===== config.mk =====
export PLATFORM = sky130hd
export DESIGN_NAME = shift_seq
export DESIGN_NICKNAME = d
export VERILOG_FILES = /design/src/rtl/shift_pkg.sv /design/src/rtl/shift_step.sv /design/src/rtl/shift_seq.sv
export SDC_FILE = /design/constraint.sdc
export NUM_CORES = 1
export LEC_CHECK = 0
export ABC_AREA = 1
export CAP_MARGIN = 20
export CORE_MARGIN = 2
export CORE_UTILIZATION = 40
export CTS_CLUSTER_SIZE = 12
export DETAILED_ROUTE_END_ITERATION = 12
export GPL_ROUTABILITY_DRIVEN = 1
export PLACE_DENSITY = 0.88
export SLEW_MARGIN = 40
export SYNTH_ARGS = -nofsm -noshare
export SYNTH_HDL_FRONTEND = slang
export SYNTH_SLANG_ARGS = --single-unit

===== constraint.sdc =====
create_clock -name clk -period 2 [get_ports clk]
set_clock_uncertainty 0.2 [all_clocks]
set_input_delay 0.3 -clock clk [delete_from_list [all_inputs] [get_ports clk]]
set_output_delay 0.3 -clock clk [all_outputs]
set_load 0.1 [all_outputs]

===== src/rtl/shift_pkg.sv =====
// Shared opcode/state types and effective-count rule for the shift/rotate sequencer.
package shift_pkg;

  localparam int WIDTH = 32;
  localparam int CNT_W = 5;

  typedef enum logic [2:0] {
    OP_SHL  = 3'b000,
    OP_SHR  = 3'b001,
    OP_SHRA = 3'b010,
    OP_ROL  = 3'b011,
    OP_ROR  = 3'b100
  } op_e;

  typedef enum logic [1:0] {
    IDLE = 2'd0,
    RUN  = 2'd1,
    DONE = 2'd2
  } state_e;

  function automatic logic op_legal(input logic [2:0] op);
    return (op <= OP_ROR);
  endfunction

  // Shifts saturate at WIDTH steps; rotates wrap modulo WIDTH; illegal ops take no steps.
  function automatic logic [CNT_W:0] eff_count(input logic [2:0] op, input logic [WIDTH-1:0] count);
    logic [CNT_W:0] n;
    n = '0;
    case (op)
      OP_SHL, OP_SHR, OP_SHRA: n = (count >= WIDTH) ? (CNT_W+1)'(WIDTH) : {1'b0, count[CNT_W-1:0]};
      OP_ROL, OP_ROR:          n = {1'b0, count[CNT_W-1:0]};
      default:                 n = '0;
    endcase
    return n;
  endfunction

endpackage


===== src/rtl/shift_step.sv =====
// One-bit shift/rotate step of the working register.
// Combinational, no handshake.
module shift_step #(
  parameter int WIDTH = shift_pkg::WIDTH
) (
  input  logic [2:0]       op,
  input  logic [WIDTH-1:0] w,
  output logic [WIDTH-1:0] w_nxt
);
  import shift_pkg::*;

  always_comb begin
    w_nxt = w;
    case (op)
      OP_SHL:  w_nxt = {w[WIDTH-2:0], 1'b0};
      OP_SHR:  w_nxt = {1'b0, w[WIDTH-1:1]};
      OP_SHRA: w_nxt = {w[WIDTH-1], w[WIDTH-1:1]};
      OP_ROL:  w_nxt = {w[WIDTH-2:0], w[WIDTH-1]};
      OP_ROR:  w_nxt = {w[0], w[WIDTH-1:1]};
      default: w_nxt = w;
    endcase
  end

endmodule


===== src/rtl/shift_seq.sv =====
// Multi-cycle shift/rotate sequencer feeding the Z-register loader, one bit per clock.
// Latency n+1 cycles from accept; holds result in DONE until out_ready, no overlap of requests.
module shift_seq #(
  parameter int WIDTH = shift_pkg::WIDTH,
  parameter int CNT_W = shift_pkg::CNT_W
) (
  input  logic             clk,
  input  logic             clr,
  input  logic             in_valid,
  output logic             in_ready,
  input  logic [2:0]       op,
  input  logic [WIDTH-1:0] operand,
  input  logic [WIDTH-1:0] count,
  output logic             out_valid,
  input  logic             out_ready,
  output logic [WIDTH-1:0] result,
  output logic             err,
  output logic             busy
);
  import shift_pkg::*;

  state_e           state_q, state_d;
  logic [WIDTH-1:0] w_q;
  logic [WIDTH-1:0] w_step;
  logic [2:0]       op_q;
  logic [CNT_W:0]   rem_q;
  logic [CNT_W:0]   n_in;
  logic             err_q;

  assign n_in = eff_count(op, count);

  shift_step #(.WIDTH(WIDTH)) u_step (
    .op    (op_q),
    .w     (w_q),
    .w_nxt (w_step)
  );

  always_comb begin
    state_d = state_q;
    unique case (state_q)
      IDLE: if (in_valid) state_d = (n_in == '0) ? DONE : RUN;
      RUN:  if (rem_q == (CNT_W+1)'(1)) state_d = DONE;
      DONE: if (out_ready) state_d = IDLE;
      default: state_d = IDLE;
    endcase
  end

  always_ff @(posedge clk) begin
    if (!clr) begin
      state_q <= IDLE;
      w_q     <= '0;
      op_q    <= '0;
      rem_q   <= '0;
      err_q   <= 1'b0;
    end else begin
      state_q <= state_d;
      case (state_q)
        IDLE: if (in_valid) begin
          w_q   <= operand;
          op_q  <= op;
          rem_q <= n_in;
          err_q <= !op_legal(op);
        end
        RUN: begin
          w_q   <= w_step;
          rem_q <= rem_q - (CNT_W+1)'(1);
        end
        default: ;
      endcase
    end
  end

  // Handshake outputs depend on registered state only (clr gates in_ready during reset).
  assign in_ready  = (state_q == IDLE) && clr;
  assign out_valid = (state_q == DONE);
  assign busy      = (state_q != IDLE);
  assign result    = w_q;
  assign err       = err_q;

endmodule


* Word level (Yosys, flattened, before mapping)
Index checks and enable logic that the tools add are counted.
** Cells by class
- Add/sub/neg operators :: 1
- $mul :: 0
- Bitwise logic cells :: 0
- Order comparisons :: 2
- Muxes and demuxes :: 12
- Eq/ne operators :: 17
- Div/mod/pow operators :: 0
- Reduce and logical (&&, ||, !) cells :: 15
- Shift-type cells :: 0
** Operator list (count)
- 32-bit one-hot mux with 5 select lines :: 1
- 32-bit one-hot mux with 2 select lines :: 1
- 32-bit by 6-bit greater-or-equal comparator with 1-bit output (second input constant) :: 1
- 32-bit two-way mux :: 1
- 6-bit one-hot mux with 2 select lines :: 2
- 3-bit by 2-bit == test with 1-bit output (second input constant) :: 4
- 6-bit two-way mux :: 2
- 2-bit two-way mux :: 4
- 3-bit by 1-bit == test with 1-bit output (second input constant) :: 2
- 3-bit == test (second input constant) :: 2
- 6-bit by 1-bit == test with 1-bit output (second input constant) :: 1
- 3-bit logical NOT :: 2
- 6-bit logical NOT :: 1
- 2-bit != test (second input constant) :: 3
- 6-bit by 1-bit != test with 1-bit output (second input constant) :: 1
- 2-bit one-hot mux with 3 select lines :: 1
- 3-bit AND reduction :: 2
- 6-bit by 1-bit subtractor with 6-bit output (second input constant) :: 1
- 5-bit by 1-bit != test with 1-bit output (second input constant) :: 1
- 2-bit AND reduction :: 2
- 4-bit AND reduction :: 1
- 2-bit nonzero test :: 2
- 3-bit <= comparator (second input constant) :: 1
- 3-bit OR reduction :: 1
- other kinds (7) :: 7
** Word-level totals
- RAM bits :: 0
- Bits of input ports :: 71
- Memory bits (read-only) :: 0
- Register bits :: 44
- Output and inout bits :: 36
- Latch bits :: 0
- Logic and storage cells :: 53
- Memories :: 0

* Logic depth before layout (Yosys ltp)
Gate-level depths: netlist (run 1).
- Word-level depth :: 7
- Depth in mapped cells :: 12
- Depth with buffers taken out :: 12

* By module
Synthesis (run 1) repeated with hierarchy kept, for this count alone.
** Second synthesis, totals
- Cells, all modules :: 545
- Area, all modules :: 3166.8 µm²
** Modules (own cells, without submodules)
- shift_seq :: area each 2207.1 µm², cells each 320, instances 1, sequential area each 880.8 µm²
- shift_step :: area each 959.7 µm², cells each 225, instances 1, sequential area each 0.0 µm²

* Least setup slack after synthesis (run 1)
OpenSTA, ideal clock, no wires.
- Path kind :: reg-to-output
- Start :: register state_q[0]
- End :: output port in_ready
- Cell stages (with the launch flop) :: 4
- Arrival time :: 2319 ps
- Slack :: -819 ps
- Required time :: 1500 ps
- Path through :: dfxtp_1 nor2_4 inv_1 nor2_1
** On the way
- Word-level cells in the longest chain between the ends :: 2
** RTL lines
- start, declared :: line shift_seq.sv:22 : state_e state_q, state_d;
- start signal, assigned :: line shift_seq.sv:56 : state_q <= state_d;
- 2-bit logical NOT :: line shift_seq.sv:74 : assign in_ready = (state_q == IDLE) && clr;
- 1-bit logical AND :: line shift_seq.sv:74
- end, declared :: line shift_seq.sv:10 : output logic in_ready,
No other way between the ends.

* Final worst setup path (run 1)
Ends and elaborated chain as after synthesis.

==> results of run 1 <==
state kept, by name, summed over array words and instances (netlist names):
name	cells
result	32
err	1
op_q	3
rem_q	6
state_q	2
cell type report:
| class | count | area [µm²] | area share |
|---|---|---|---|
| tap | 77 | 96.3 | 0.0231 |
| clock inverter | 1 | 30.0 | 0.00720 |
| multi-input combinational | 268 | 1360 | 0.326 |
| sequential | 44 | 881 | 0.211 |
| inverter | 55 | 211 | 0.0507 |
| timing repair buffer | 116 | 1500 | 0.359 |
| clock buffer | 7 | 96.3 | 0.0231 |
synth_stat cells (all sizes together):
master and number:
o311ai 1, clkbuf 6, a21oi 86, nand4 5, or2 2, inv 55
nand2 49, and2 1, a31oi 5, o31ai 2, nand3 9, nor2 32
o211ai 14, a211oi 2, nor3 1, ha 2, buf 17, dfxtp 44
o21ai 57
repair_timing:
item | in CTS | in global routing
setup endpoints to repair | 0 | 1
setup buffers | 0 | 0
gates resized for setup | 0 | 2
routing by layer:
metal	up-vias	track usage	wire length, µm
met3	18	0.0514	424
met5	-	0	0
met2	96	0.374	3850
met1	1361	0.274	3210
li1	1513	-	-
met4	0	0.0630	161
logic make-up (layout without fill, tap and decap cells):
logic type / count (synthesis) / after routing / share of synthesized area
AOI/OAI and AO/OA: 167 / 167 / 0.350
and+or+nand+nor: 99 / 99 / 0.170
buffers and inverters: 78 / 179 / 0.126
DFF: 44 / 44 / 0.344
adders and majority gates: 2 / 2 / 0.00978
stage by stage:
stage,hold slack (ns),cell area (µm²),utilization,cells
4_1_cts,0.316,4170,0.664,568
2_1_floorplan,0.244,2560,-,390
3_5_place_dp,0.301,4040,0.644,560
3_3_place_gp,0.294,4040,0.644,560
6_report,0.324,4170,0.664,568
5_1_grt,0.337,4170,0.664,568
layout by cell type, fill, tap and decap left out, drive strengths merged:
cell,instances
nor2,32
ha,2
nand4,5
a211oi,2
nand3,9
bufinv,1
clkbuf,7
a31oi,5
a21oi,86
o211ai,14
and2,1
buf,46
o311ai,1
inv,55
dfxtp,44
clkdlybuf4s50,70
nand2,49
o21ai,57
nor3,1
o31ai,2
or2,2
final timing paths:
check             startpoint    endpoint  slack, ns
hold reg to reg     rem_q[1]    rem_q[1]       0.32
hold / removal      rem_q[1]    rem_q[1]       0.32
setup / recovery  state_q[0]    in_ready       0.20
setup reg to reg  state_q[0]  result[23]       0.22
worst max-delay path, stage by stage (launching register included):
cell and delay [ns]:
dfxtp_1 0.38, nor2_4 0.18, inv_1 0.12, nor2_2 0.14, buf_12 0.19
==> out/metrics.yaml, run 1 <==
status:
  status: "complete, no violations"
finish:
  diodes: 0
  syn2layout_area_growth_pct: 63.1
  fillers: 472
  drive_gt1_frac: 0.141
  nets: 563
floorplanning:
  die_w_um: 84.0
  initial_core_util: 0.407
  core_area_um2: 6280
  num_io_pins: 107
  die_h_um: 84.0
  fp.dieArea_um2: 7050
  rows: 29
synthesis:
  ys_types: 28
  synthCells: 390
  syn_area_per_cell_um2: 6.56
  yosys.area.top_type: "dfxtp_1"
  synth_nets: 463
  ys_warn_count: 0
  syn_area_um2: 2560
  yosysSeqAreaShare: 0.344
  ys_ff_latch: 44
  synth.area.top_cells: "dfxtp_1, a21oi_1, inv_1, nand2_1, o21ai_1"
  yosysTopAreaCellShare: 0.344
critical_path:
  path_class: "flop to output port"
  critPathCaptureType: "output port"
  worstPathMaxFanout: 4
  cp.required_ns: 1.50
  worst-r2r-cell-count: 7
  crit_arrival_ns: 1.30
  critPathLaunchType: "flop"
detailed_routing:
  totalWireLength_mm: 7.64
  drt-wirelength-per-cell_um: 13.5
  ant_nets: 0
  drt_iter0_drc: 203
  vias_per_cell: 5.26
  dr.pass1.iters: 4
  vias: 2988
  drc: 0
placement:
  dp_hpwl_mm: 5.54
  gp_congestion: 0.848
  port_buffers: 106
  dp_slack_ns: -0.0594
global_routing:
  grt_util_all_layers: 0.219
  grt_pass1_wl_mm: 12.9
  antenna_found_initial: 0
  grt-ovfl-total: 0
  grt_max_degree: 48
  grt_pass1_vias: 2849
sta:
  maxSlewHeadroom: 0.697
  drv_slew: 0
  period_needed_ns: 1.80
  tns_ns: 0
  setup_viol: 0
  fmax_mhz: 554
  worst_pin_slew_ns: 0.454
  setup_ws_ns: 0.196
  hold_viol: 0
  rsz0062_at_grt: "false"
  min_period_over_period: 0.902
clock_tree:
  clkLatencyLatePin_ns: 0.30
  clock-sinks: 44
  cts_buffers: 5
  h-tree-depth: 2
  cts_tree: "yes"
  clockRootBuffer: "clkbuf_8"
  ctsHoldBuffers: 0
  clk_pin_slew_ns: 0.08
  cts_buffer_depth: 2
worst_hold_path:
  hold_depth: 2
  min_path_type: "flop to flop"
flow_run:
  cap_violations: 0
Power of run 1 is left out: the tool's default activity adds up to more than one toggle a clock period on the data nets, which glitch-free logic cannot reach.
==> run 2: changes to the inputs <==
--- a/config.mk
+++ b/config.mk
@@ -13,6 +13,7 @@
 export DETAILED_ROUTE_END_ITERATION = 12
 export GPL_ROUTABILITY_DRIVEN = 1
 export PLACE_DENSITY = 0.88
+export RECOVER_POWER = 25
 export SLEW_MARGIN = 40
 export SYNTH_ARGS = -nofsm -noshare
 export SYNTH_HDL_FRONTEND = slang
==> out/metrics.yaml, run 2 (synthesis results as in run 1) <==
sta:
  fmax_mhz: 554  # about the same
  period_needed_ns: 1.81  # was 1.80 ns
  rsz0062_at_grt: "false"  # unchanged
  tns_ns: 0  # unchanged
  maxSlewHeadroom: 0.560  # was 0.697
  whs_ns: 0.298  # was 0.324 ns
  drv_slew: 0  # unchanged
  worst_pin_slew_ns: 0.660  # was 0.454 ns
  hold_viol: 0  # unchanged
  setup_viol: 0  # unchanged
  min_period_over_period: 0.903  # was 0.902
finish:
  nets: 563  # unchanged
  largest_reg_flops: 32  # unchanged
  postLayoutCellArea_um2: 3880  # was 4170 µm²
  syn2layout_area_growth_pct: 51.8  # was 63.1%
  seqCellArea_um2: 881  # unchanged
  fillers: 509  # was 472
  final_common_cell: "a21oi_1"  # unchanged
  final_cell_mix: "a21oi_1, clkdlybuf4s50_1, inv_1, nand2_1, dfxtp_1"  # unchanged
  diodes: 0  # unchanged
  drive_gt1_frac: 0.141  # unchanged
  multi_input_area_um2: 1360  # unchanged
critical_path:
  critPathLaunchType: "flop"  # unchanged
  cp.required_ns: 1.50  # about the same
  slowest_stage: "dfxtp_1"  # unchanged
  critical_path.max_stage_delay_ns: 0.38  # about the same
  reg2reg_from: "state_q[0]"  # unchanged
  critPathCaptureType: "output port"  # unchanged
  crit_arrival_ns: 1.31  # was 1.30 ns
  r2r_end: "result[11]"  # was result[23]
  worstPathMaxFanout: 4  # unchanged
  r2r_slack_ns: 0.23  # was 0.22 ns
  path_class: "flop to output port"  # unchanged
  worst-r2r-cell-count: 7  # unchanged
  cp_cell_sequence: "nor2_4 > inv_1 > nor2_2 > buf_12"  # unchanged
global_routing:
  grt_pass1_wl_mm: 12.9  # unchanged
  antenna_found_initial: 0  # unchanged
  grt-ovfl-total: 0  # unchanged
  grt_util_all_layers: 0.219  # unchanged
  grt_pass1_vias: 2849  # unchanged
  grt_max_degree: 48  # unchanged
clock_tree:
  clkLatencyLatePin_ns: 0.30  # about the same
  post_cts_buffers: 0  # unchanged
  clk_pin_slew_ns: 0.08  # about the same
  cts_buffer_depth: 2  # unchanged
  clockRootBuffer: "clkbuf_8"  # unchanged
  cts_tree: "yes"  # unchanged
  h-tree-depth: 2  # unchanged
  clock-sinks: 44  # unchanged
  cts_buffers: 5  # unchanged
flow_run:
  cap_violations: 0  # unchanged
floorplanning:
  core_area_um2: 6280  # unchanged
  die_w_um: 84.0  # unchanged
  fp.dieArea_um2: 7050  # unchanged
  initial_core_util: 0.407  # unchanged
  die_h_um: 84.0  # unchanged
  num_io_pins: 107  # unchanged
  rows: 29  # unchanged
worst_hold_path:
  hold_depth: 2  # unchanged
  min_path_type: "flop to flop"  # unchanged
  worstHoldEndpoint: "result[31]"  # was rem_q[1]
  worstHoldStart: "result[31]"  # was rem_q[1]
detailed_routing:
  drc: 0  # unchanged
  totalWireLength_mm: 7.64  # about the same
  ant_nets: 0  # unchanged
  vias: 2986  # was 2988
  vias_per_cell: 5.26  # about the same
  dr.pass1.iters: 4  # unchanged
  drt-wirelength-per-cell_um: 13.4  # was 13.5 µm
  drt_iter0_drc: 200  # was 203
placement:
  dp_hpwl_mm: 5.54  # unchanged
  post_dp_cell_area_um2: 4040  # unchanged
  port_buffers: 106  # unchanged
  gp_congestion: 0.848  # unchanged
status:
  status: "complete, no violations"  # unchanged
==> run 2: cell count changes in the layout (fill, tap and decap cells not counted) <==
cell	before	now
buf_12	36	17
buf_4	10	9
clkbuf_2	0	20
==> run 2: area by class of cell <==
| type | count | area share |
|---|---|---|
| inverters | 55 | 0.0545 |
| well taps | 77 | 0.0248 |
| clock buffers | 7 | 0.0248 |
| repair buffers | 116 | 0.311 |
| clock inverters | 1 | 0.00773 |
| flip-flops and latches | 44 | 0.227 |
| multi-input cells | 268 | 0.350 |
==> run 2: how the worst max path moves through the flow <==
stage	from	endpoint	slack, ns	cells past startpoint
after floorplan	state_q[0]	in_ready	-0.37	3
after global placement	in_valid	result[6]	-0.02	7
after detailed placement	in_valid	result[6]	-0.06	7
after CTS	state_q[0]	result[6]	0.18	7
after global routing	state_q[0]	result[11]	0.05	7
final	state_q[0]	in_ready	0.19	4
==> run 2: routing by layer <==
| metal | wire, µm | vias to the layer above | global-route usage |
|---|---|---|---|
| li1 | - | 1515 | - |
| met1 | 3180 | 1357 | 0.274 |
| met2 | 3870 | 96 | 0.374 |
| met3 | 411 | 18 | 0.0514 |
| met4 | 177 | 0 | 0.0630 |
| met5 | 0 | - | 0 |
==> run 2: worst max-delay path: cells and delay by family, from the launching register on <==
family	cells	cell delay [ns]
flip-flops	1	0.38
buffers and inverters	2	0.31
AND/OR/NAND/NOR	2	0.32
==> run 2: what timing repair did <==
item / in CTS / in global routing
endpoints found under the setup margin: 0 / 1
hold buffers: 0 / 0
gates resized for setup: 0 / 2
==> run 2: metrics by stage <==
| step | cells | setup WS (ns) | util |
|---|---|---|---|
| 2_1_floorplan | 390 | -0.367 | - |
| 3_3_place_gp | 560 | -0.0187 | 0.644 |
| 3_5_place_dp | 560 | -0.0594 | 0.644 |
| 4_1_cts | 568 | 0.177 | 0.664 |
| 5_1_grt | 568 | 0.0480 | 0.618 |
| 6_report | 568 | 0.195 | 0.618 |
Power of run 2 is left out for the same reason.
